**src/rtl/fetch_unit_pkg.sv**
```systemverilog
// Shared definitions for the instruction fetch stage: default widths,
// the NOP word held in the instruction register out of reset, and the
// FSM state encoding.
package fetch_unit_pkg;

  localparam int FU_ADDR_W = 16;
  localparam int FU_DATA_W = 16;

  // NOP encoding presented while no valid instruction is held
  localparam logic [15:0] FU_RESET_INSTR = 16'h0000;

  localparam logic [1:0] FU_ST_START_ENC = 2'd0;
  localparam logic [1:0] FU_ST_REQ_ENC   = 2'd1;
  localparam logic [1:0] FU_ST_DRAIN_ENC = 2'd2;
  localparam logic [1:0] FU_ST_HOLD_ENC  = 2'd3;

  typedef enum logic [1:0] {
    ST_START = FU_ST_START_ENC,  // sample PC, no request outstanding
    ST_REQ   = FU_ST_REQ_ENC,    // read outstanding, response wanted
    ST_DRAIN = FU_ST_DRAIN_ENC,  // read outstanding, response discarded
    ST_HOLD  = FU_ST_HOLD_ENC    // instruction presented to decode
  } fu_state_e;

endpackage

```
**src/rtl/fetch_unit_if.sv**
```systemverilog
// Signal bundle between the fetch stage and its neighbours (PC, instruction
// memory, decode). The master modport is the fetch stage's view; the slave
// modport is the environment's view.
//
// Handshakes:
//   imem_req/imem_ack : imem_req stays high with imem_addr stable until the
//                       cycle imem_ack=1; imem_data is only meaningful in
//                       that cycle. One outstanding read at a time.
//   instr_valid/instr_ready : a transfer happens on a clock edge where both
//                       are high and flush is low; while valid and not
//                       transferred, instr is held stable.
interface fetch_unit_if
  import fetch_unit_pkg::*;
#(
  parameter int ADDR_W = FU_ADDR_W,
  parameter int DATA_W = FU_DATA_W
) ();

  logic [ADDR_W-1:0] pc_in;
  logic              pc_inc;
  logic              flush;
  logic              imem_req;
  logic [ADDR_W-1:0] imem_addr;
  logic              imem_ack;
  logic [DATA_W-1:0] imem_data;
  logic [DATA_W-1:0] instr;
  logic              instr_valid;
  logic              instr_ready;
  fu_state_e         dbg_state;

  modport master (
    input  pc_in, flush, imem_ack, imem_data, instr_ready,
    output pc_inc, imem_req, imem_addr, instr, instr_valid, dbg_state
  );

  modport slave (
    output pc_in, flush, imem_ack, imem_data, instr_ready,
    input  pc_inc, imem_req, imem_addr, instr, instr_valid, dbg_state
  );

endinterface

```
**src/rtl/fetch_unit.sv**
```systemverilog
// Instruction fetch stage. Captures the PC into a registered read address,
// runs one memory read per instruction over req/ack, stores the returned
// word and offers it to decode. A jump (flush) abandons the fetch in flight;
// a read already issued is drained so its late response cannot be mistaken
// for the new path's data.
module fetch_unit
  import fetch_unit_pkg::*;
#(
  parameter int                ADDR_W      = FU_ADDR_W,
  parameter int                DATA_W      = FU_DATA_W,
  parameter logic [DATA_W-1:0] RESET_INSTR = FU_RESET_INSTR
) (
  input  logic         clock,
  input  logic         reset_n,
  fetch_unit_if.master bus
);

  fu_state_e         r_state;
  logic [ADDR_W-1:0] r_addr;
  logic [DATA_W-1:0] r_instr;

  logic w_req;
  logic w_valid;
  logic w_pc_inc;

  // Handshake outputs decode directly from the state register so that an
  // asynchronous reset removes them without waiting for a clock edge.
  always_comb begin
    w_req    = (r_state == ST_REQ) || (r_state == ST_DRAIN);
    w_valid  = (r_state == ST_HOLD);
    // Advance the PC exactly when a wanted word is captured; never on a jump.
    w_pc_inc = (r_state == ST_REQ) && bus.imem_ack && !bus.flush;
  end

  assign bus.imem_req    = w_req;
  assign bus.imem_addr   = r_addr;
  assign bus.instr       = r_instr;
  assign bus.instr_valid = w_valid;
  assign bus.pc_inc      = w_pc_inc;
  assign bus.dbg_state   = r_state;

  // Fetch FSM with the address and instruction registers it owns.
  always_ff @(posedge clock or negedge reset_n) begin
    if (!reset_n) begin
      r_state <= ST_START;
      r_addr  <= '0;
      r_instr <= RESET_INSTR;
    end else begin
      unique case (r_state)
        ST_START: begin
          // During a jump the PC loads on this edge, so pc_in is stale.
          if (!bus.flush) begin
            r_addr  <= bus.pc_in;
            r_state <= ST_REQ;
          end
        end
        ST_REQ: begin
          if (bus.imem_ack) begin
            if (bus.flush) begin
              r_state <= ST_START;
            end else begin
              r_instr <= bus.imem_data;
              r_state <= ST_HOLD;
            end
          end else if (bus.flush) begin
            r_state <= ST_DRAIN;
          end
        end
        ST_DRAIN: begin
          // The response to the abandoned read is thrown away.
          if (bus.imem_ack) begin
            r_state <= ST_START;
          end
        end
        ST_HOLD: begin
          // A jump wins over decode accepting the wrong-path instruction.
          if (bus.flush || bus.instr_ready) begin
            r_state <= ST_START;
          end
        end
        default: r_state <= ST_START;
      endcase
    end
  end

endmodule

```
**src/flat_wrapper.sv**
```systemverilog
// flat-port wrapper written by rule: the top's interface ports become plain ports
module fetch_unit_flat import fetch_unit_pkg::*;
#(
  parameter int                ADDR_W      = FU_ADDR_W,
  parameter int                DATA_W      = FU_DATA_W,
  parameter logic [DATA_W-1:0] RESET_INSTR = FU_RESET_INSTR
)
  (clock, reset_n, bus_pc_in, bus_flush, bus_imem_ack, bus_imem_data, bus_instr_ready, bus_pc_inc, bus_imem_req, bus_imem_addr, bus_instr, bus_instr_valid, bus_dbg_state);
  fetch_unit_if #(.ADDR_W(ADDR_W), .DATA_W(DATA_W)) bus_i ();
  input  logic clock;
  input  logic reset_n;
  input wire logic [$bits(bus_i.pc_in)-1:0] bus_pc_in;
  input wire logic [$bits(bus_i.flush)-1:0] bus_flush;
  input wire logic [$bits(bus_i.imem_ack)-1:0] bus_imem_ack;
  input wire logic [$bits(bus_i.imem_data)-1:0] bus_imem_data;
  input wire logic [$bits(bus_i.instr_ready)-1:0] bus_instr_ready;
  output wire logic [$bits(bus_i.pc_inc)-1:0] bus_pc_inc;
  output wire logic [$bits(bus_i.imem_req)-1:0] bus_imem_req;
  output wire logic [$bits(bus_i.imem_addr)-1:0] bus_imem_addr;
  output wire logic [$bits(bus_i.instr)-1:0] bus_instr;
  output wire logic [$bits(bus_i.instr_valid)-1:0] bus_instr_valid;
  output wire logic [$bits(bus_i.dbg_state)-1:0] bus_dbg_state;
  assign bus_i.pc_in = bus_pc_in;
  assign bus_i.flush = bus_flush;
  assign bus_i.imem_ack = bus_imem_ack;
  assign bus_i.imem_data = bus_imem_data;
  assign bus_i.instr_ready = bus_instr_ready;
  assign bus_pc_inc = bus_i.pc_inc;
  assign bus_imem_req = bus_i.imem_req;
  assign bus_imem_addr = bus_i.imem_addr;
  assign bus_instr = bus_i.instr;
  assign bus_instr_valid = bus_i.instr_valid;
  assign bus_dbg_state = bus_i.dbg_state;
  fetch_unit #(.ADDR_W(ADDR_W), .DATA_W(DATA_W), .RESET_INSTR(RESET_INSTR)) u_core (.clock(clock), .reset_n(reset_n), .bus(bus_i));
endmodule
```
**config.mk**
```make
export PLATFORM = sky130hd
export DESIGN_NAME = fetch_unit_flat
export DESIGN_NICKNAME = d
export VERILOG_FILES = /design/src/rtl/fetch_unit_pkg.sv /design/src/rtl/fetch_unit_if.sv /design/src/rtl/fetch_unit.sv /design/src/flat_wrapper.sv
export SDC_FILE = /design/constraint.sdc
export NUM_CORES = 1
export LEC_CHECK = 0
export BUFFER_PORTS_ARGS = -buffer_cell sky130_fd_sc_hd__buf_4
export CELL_PAD_IN_SITES_DETAIL_PLACEMENT = 1
export CELL_PAD_IN_SITES_GLOBAL_PLACEMENT = 2
export CORE_MARGIN = 3
export CORE_UTILIZATION = 25
export CTS_CLUSTER_SIZE = 8
export DETAILED_ROUTE_END_ITERATION = 10
export GPL_TIMING_DRIVEN = 0
export HOLD_SLACK_MARGIN = 0.15
export PLACE_DENSITY_LB_ADDON = 0.25
export RECOVER_POWER = 25
export SYNTH_ARGS = -nofsm -noshare
export SYNTH_HDL_FRONTEND = slang
export SYNTH_SLANG_ARGS = --single-unit
```
**constraint.sdc**
```tcl
create_clock -name clock -period 1.8 [get_ports clock]
set_clock_uncertainty 0.2 [all_clocks]
set_input_delay 0.09 -clock clock [delete_from_list [all_inputs] [get_ports clock]]
set_output_delay 0.09 -clock clock [all_outputs]
set_load 0.02 [all_outputs]
```
==> reports/qor_table.md <==
| Metric | This run |
|---|---|
| Hold WC Path Type | reg2reg |
| Site Rows | 27 |
| Data required time of the worst path | 1.77 ns |
| Tightest slew margin relative to the limit | 0.701 |
| Total number of nets in the final design | 265 |
| Final estimated routing congestion in global placement | 0.723 |
| Stage delay of the slowest cell on the critical path | 0.47 ns |
| Average via count per standard cell | 4.19 |
| Level count of the clock H-tree | 2 |
| Post-DP Area | 2150 um^2 |
| Pre-antenna DRT Iters | 2 |
| Total Routing Usage GR | 0.118 |
| Peak supply drop | 0.587 mV |
| Multi-input gate area | 653 um^2 |
| Count of buffers inserted at the top-level ports | 73 |
| Clock root cell | sky130_fd_sc_hd__clkbuf_8 |
| Register area share after synthesis | 0.564 |
| Die height | 83.7 um |
| Power Dens Cells | 1560 nW/um^2 |
| Total of fill cells in the finished design | 608 |
| Startpoint class of the critical path | flip-flop |
| Residual overflow from global routing | 0 |
| Synthesized-area fraction occupied by xor and xnor cells | 0 |
| Crit-path max FO | 4 |
| Post-synth design cell area | 1510 um^2 |
| Final standard cell area without fillers | 2710 um^2 |
| FF-to-FF path depth | 6 |
| Post-synthesis cell count | 93 |
| Clock tree from TritonCTS | built |
| Vias post-DR | 1240 |
| Seq. cell area | 853 um^2 |
| Multiplexer share of the synthesized area | 0.284 |
| Clock buffer count from CTS | 5 |
| Mean cell area of the mapped netlist | 16.2 um^2 |
| Post-synthesis share of cell area spent on and, or, nand and nor gates | 0.0448 |
| Combinational family with the most area after synthesis | multiplexers |
| Routed WL per cell | 14.3 um |
| Clock Path Buffers | 2 |
| Critical R2R Launch | u_core.bus.dbg_state[0]$_DFFE_PN0P_ |
| Clock Latency Late Sink | 0.28 ns |
| Achievable clock frequency | 0.559 GHz |
| Final Critical Period | 1.79 ns |
| Data arrival at the endpoint of the critical path | 1.76 ns |
| # Max-Cap Violations | 0 |
| Synthesized-area fraction occupied by ao, oa, aoi and oai cells | 0.0274 |
| Antenna violations before repair | 0 |
| Setup repair after global routing missed its margin | yes |
| Initial Util | 0.266 |
| Synth Register Bits | 34 |
| Post-route worst hold slack | 0.306 ns |
| TritonCTS sink count | 34 |
| Distinct cell type count of the synthesized netlist | 19 |
| Cell with the biggest individual delay on the critical path | sky130_fd_sc_hd__dfrtp_2 |
| Synth warn | 0 |
| Adder and majority gate portion of the synthesized area | 0.0415 |
| Leakage Power | 1.26 nW |
| Share of layout cells above drive strength 1 | 0.522 |
| Critical register-to-register path endpoint | u_core.bus.dbg_state[0]$_DFFE_PN0P_ |
| Final wirelength | 4.22 mm |
| Hold path cells | 1 |
| I/O pin cnt | 74 |
| Total die area | 7000 um^2 |
| Actual slew at the worst max-slew pin | 0.449 ns |
| Final-report hold violation count | 0 |
| DRT iter0 DRCs | 7 |
| Number of antenna cells inserted | 0 |
| Fin. max-slew vios | 0 |
| Pin count of the biggest net entering global routing | 35 |
| Number of routed nets with antenna violations | 0 |
| Net count of the mapped netlist | 135 |
| Hold worst-path end | u_core.bus.instr[1]$_DFFE_PN0P_ |
| Setup slack, reg-to-reg | 0.01 ns |
| Worst hold start | u_core.bus.instr[1]$_DFFE_PN0P_ |
| Share of the cycle needed by the critical path after routing | 0.993 |
| Sum of net half-perimeters after detailed placement | 2.64 mm |
| Status | finished, final reports clean |
| Clock slew at the register clock pins of the worst setup and hold paths | 0.07 ns |
| Post-synthesis to final-layout area growth | 80.0% |
| Core utilization of the finished layout | 0.478 |
| Global-route wire length before repair | 6.56 mm |
| Non-filler instance count after layout | 296 |
| Final-report setup violation count | 0 |
| Residual DRC count | 0 |
| Placeable core region | 5680 um^2 |
| Chain of cells forming the critical path | buf_6 -> ha_4 -> nor3b_4 -> a221o_2 -> nor3_2 -> nor2_1 |
| Number of global-route vias before repair | 1333 |
| Number of placed instances with taps included | 238 |
| Chip Width | 83.7 um |
| Category of the critical setup timing path | reg2reg |
| CP endpoint kind | flip-flop |
[logic make-up after synthesis]
group                    Yosys count
AO/OA/AOI/OAI                      6
adder cells (fa/ha/maj)            5
buffers and inverters              7
flip-flops                        34
multiplexers                      32
AND/OR/NAND/NOR                    9
[state kept, by name, summed over array words and instances, names as in the netlist]
name	cells
u_core.bus.instr	16
u_core.bus.imem_addr	16
u_core.bus.dbg_state	2
[stage by stage]
| step | power [mW] | setup WS, ns | setup TNS [ns] |
|---|---|---|---|
| after floorplan | 2.71 | 0.0158 | 0 |
| after global placement | 3.58 | -0.0258 | -0.284 |
| after detailed placement | 3.61 | -0.0499 | -0.771 |
| after CTS | 4.36 | -0.0249 | -0.0249 |
| after global routing | 4.50 | -0.0635 | -0.0732 |
| final | 4.24 | 0.0121 | 0 |
[layout make-up]
cell class / count / share of cell area
repair buffers: 123 / 0.350
flip-flops and latches: 34 / 0.314
multi-input cells: 52 / 0.241
well taps: 72 / 0.0332
clock buffers: 6 / 0.0304
plain buffers: 3 / 0.0189
inverters: 4 / 0.00738
clock inverters: 2 / 0.00461
[per-layer routing]
metal  vias to the layer above  track usage  part of all wire
li1                        582            -                 -
met3                         7       0.0375             0.063
met2                        52        0.212              0.52
met5                         -            0                 0
met1                       599        0.127              0.40
met4                         0       0.0468             0.017
[worst max-delay path: cells and delay by family (launching register included)]
kind	cells	cell delay (ns)
buffers and inverters	1	0.14
AND/OR/NAND/NOR	3	0.38
flip-flops	1	0.47
AO/OA/AOI/OAI	1	0.34
adder cells (fa/ha/maj)	1	0.15
[layout by cell type, fill, tap and decap left out, types with 3 or more instances in the layout]
master	synthesis	routed
sky130_fd_sc_hd__ha_4	0	3
sky130_fd_sc_hd__buf_12	1	4
sky130_fd_sc_hd__buf_4	0	56
sky130_fd_sc_hd__mux2_4	18	18
sky130_fd_sc_hd__clkbuf_8	0	6
sky130_fd_sc_hd__buf_6	2	3
sky130_fd_sc_hd__clkbuf_1	0	26
sky130_fd_sc_hd__dfrtp_1	34	32
sky130_fd_sc_hd__dlygate4sd3_1	0	37
sky130_fd_sc_hd__mux2_2	14	14
[power breakdown]
part           switching (mW)  internal, mW  leakage (nW)  total [mW]
combinational            1.12          1.14         0.817        2.25
sequential              0.243          1.16         0.400        1.40
clock                   0.272         0.307        0.0472       0.579
total                    1.63          2.61          1.26        4.24
[worst max-delay path by stage]
stage                                                    from  cells after the start  slack [ns]                                    to
final                     u_core.bus.dbg_state[0]$_DFFE_PN0P_                      6        0.01   u_core.bus.dbg_state[0]$_DFFE_PN0P_
after global placement    u_core.bus.dbg_state[1]$_DFFE_PN0P_                      6       -0.03  u_core.bus.imem_addr[12]$_DFFE_PN0P_
after detailed placement  u_core.bus.dbg_state[1]$_DFFE_PN0P_                      6       -0.05       u_core.bus.instr[5]$_DFFE_PN0P_
after global routing      u_core.bus.dbg_state[0]$_DFFE_PN0P_                      6       -0.06   u_core.bus.dbg_state[0]$_DFFE_PN0P_
after floorplan           u_core.bus.dbg_state[0]$_DFFE_PN0P_                      6        0.02  u_core.bus.imem_addr[10]$_DFFE_PN0P_
after CTS                 u_core.bus.dbg_state[1]$_DFFE_PN0P_                      7       -0.02                            bus_pc_inc
[timing repair]
item / 4_1_cts / 5_1_grt
endpoints found under the hold margin: 68 / 0
setup buffers: 4 / 9
pin swaps: 1 / 4
setup endpoints to repair: 19 / 13
hold buffers: 37 / 0
resized for setup: 7 / 11
[Yosys cell counts (all sizes together)]
cell type   n  area [um^2]
nor2        1         3.75
dfrtp      34          851
nor2b       3         28.8
nand2       2         15.0
o21ai       1         5.00
a221o       1         11.3
o211ai      2         15.0
a21oi       2         10.0
ha          5         62.6
buf         3         42.5
mux2       32          428
nor3b       2         15.0
inv         4         15.0
nor3        1         5.00
Power figures use the tool's default switching activity.
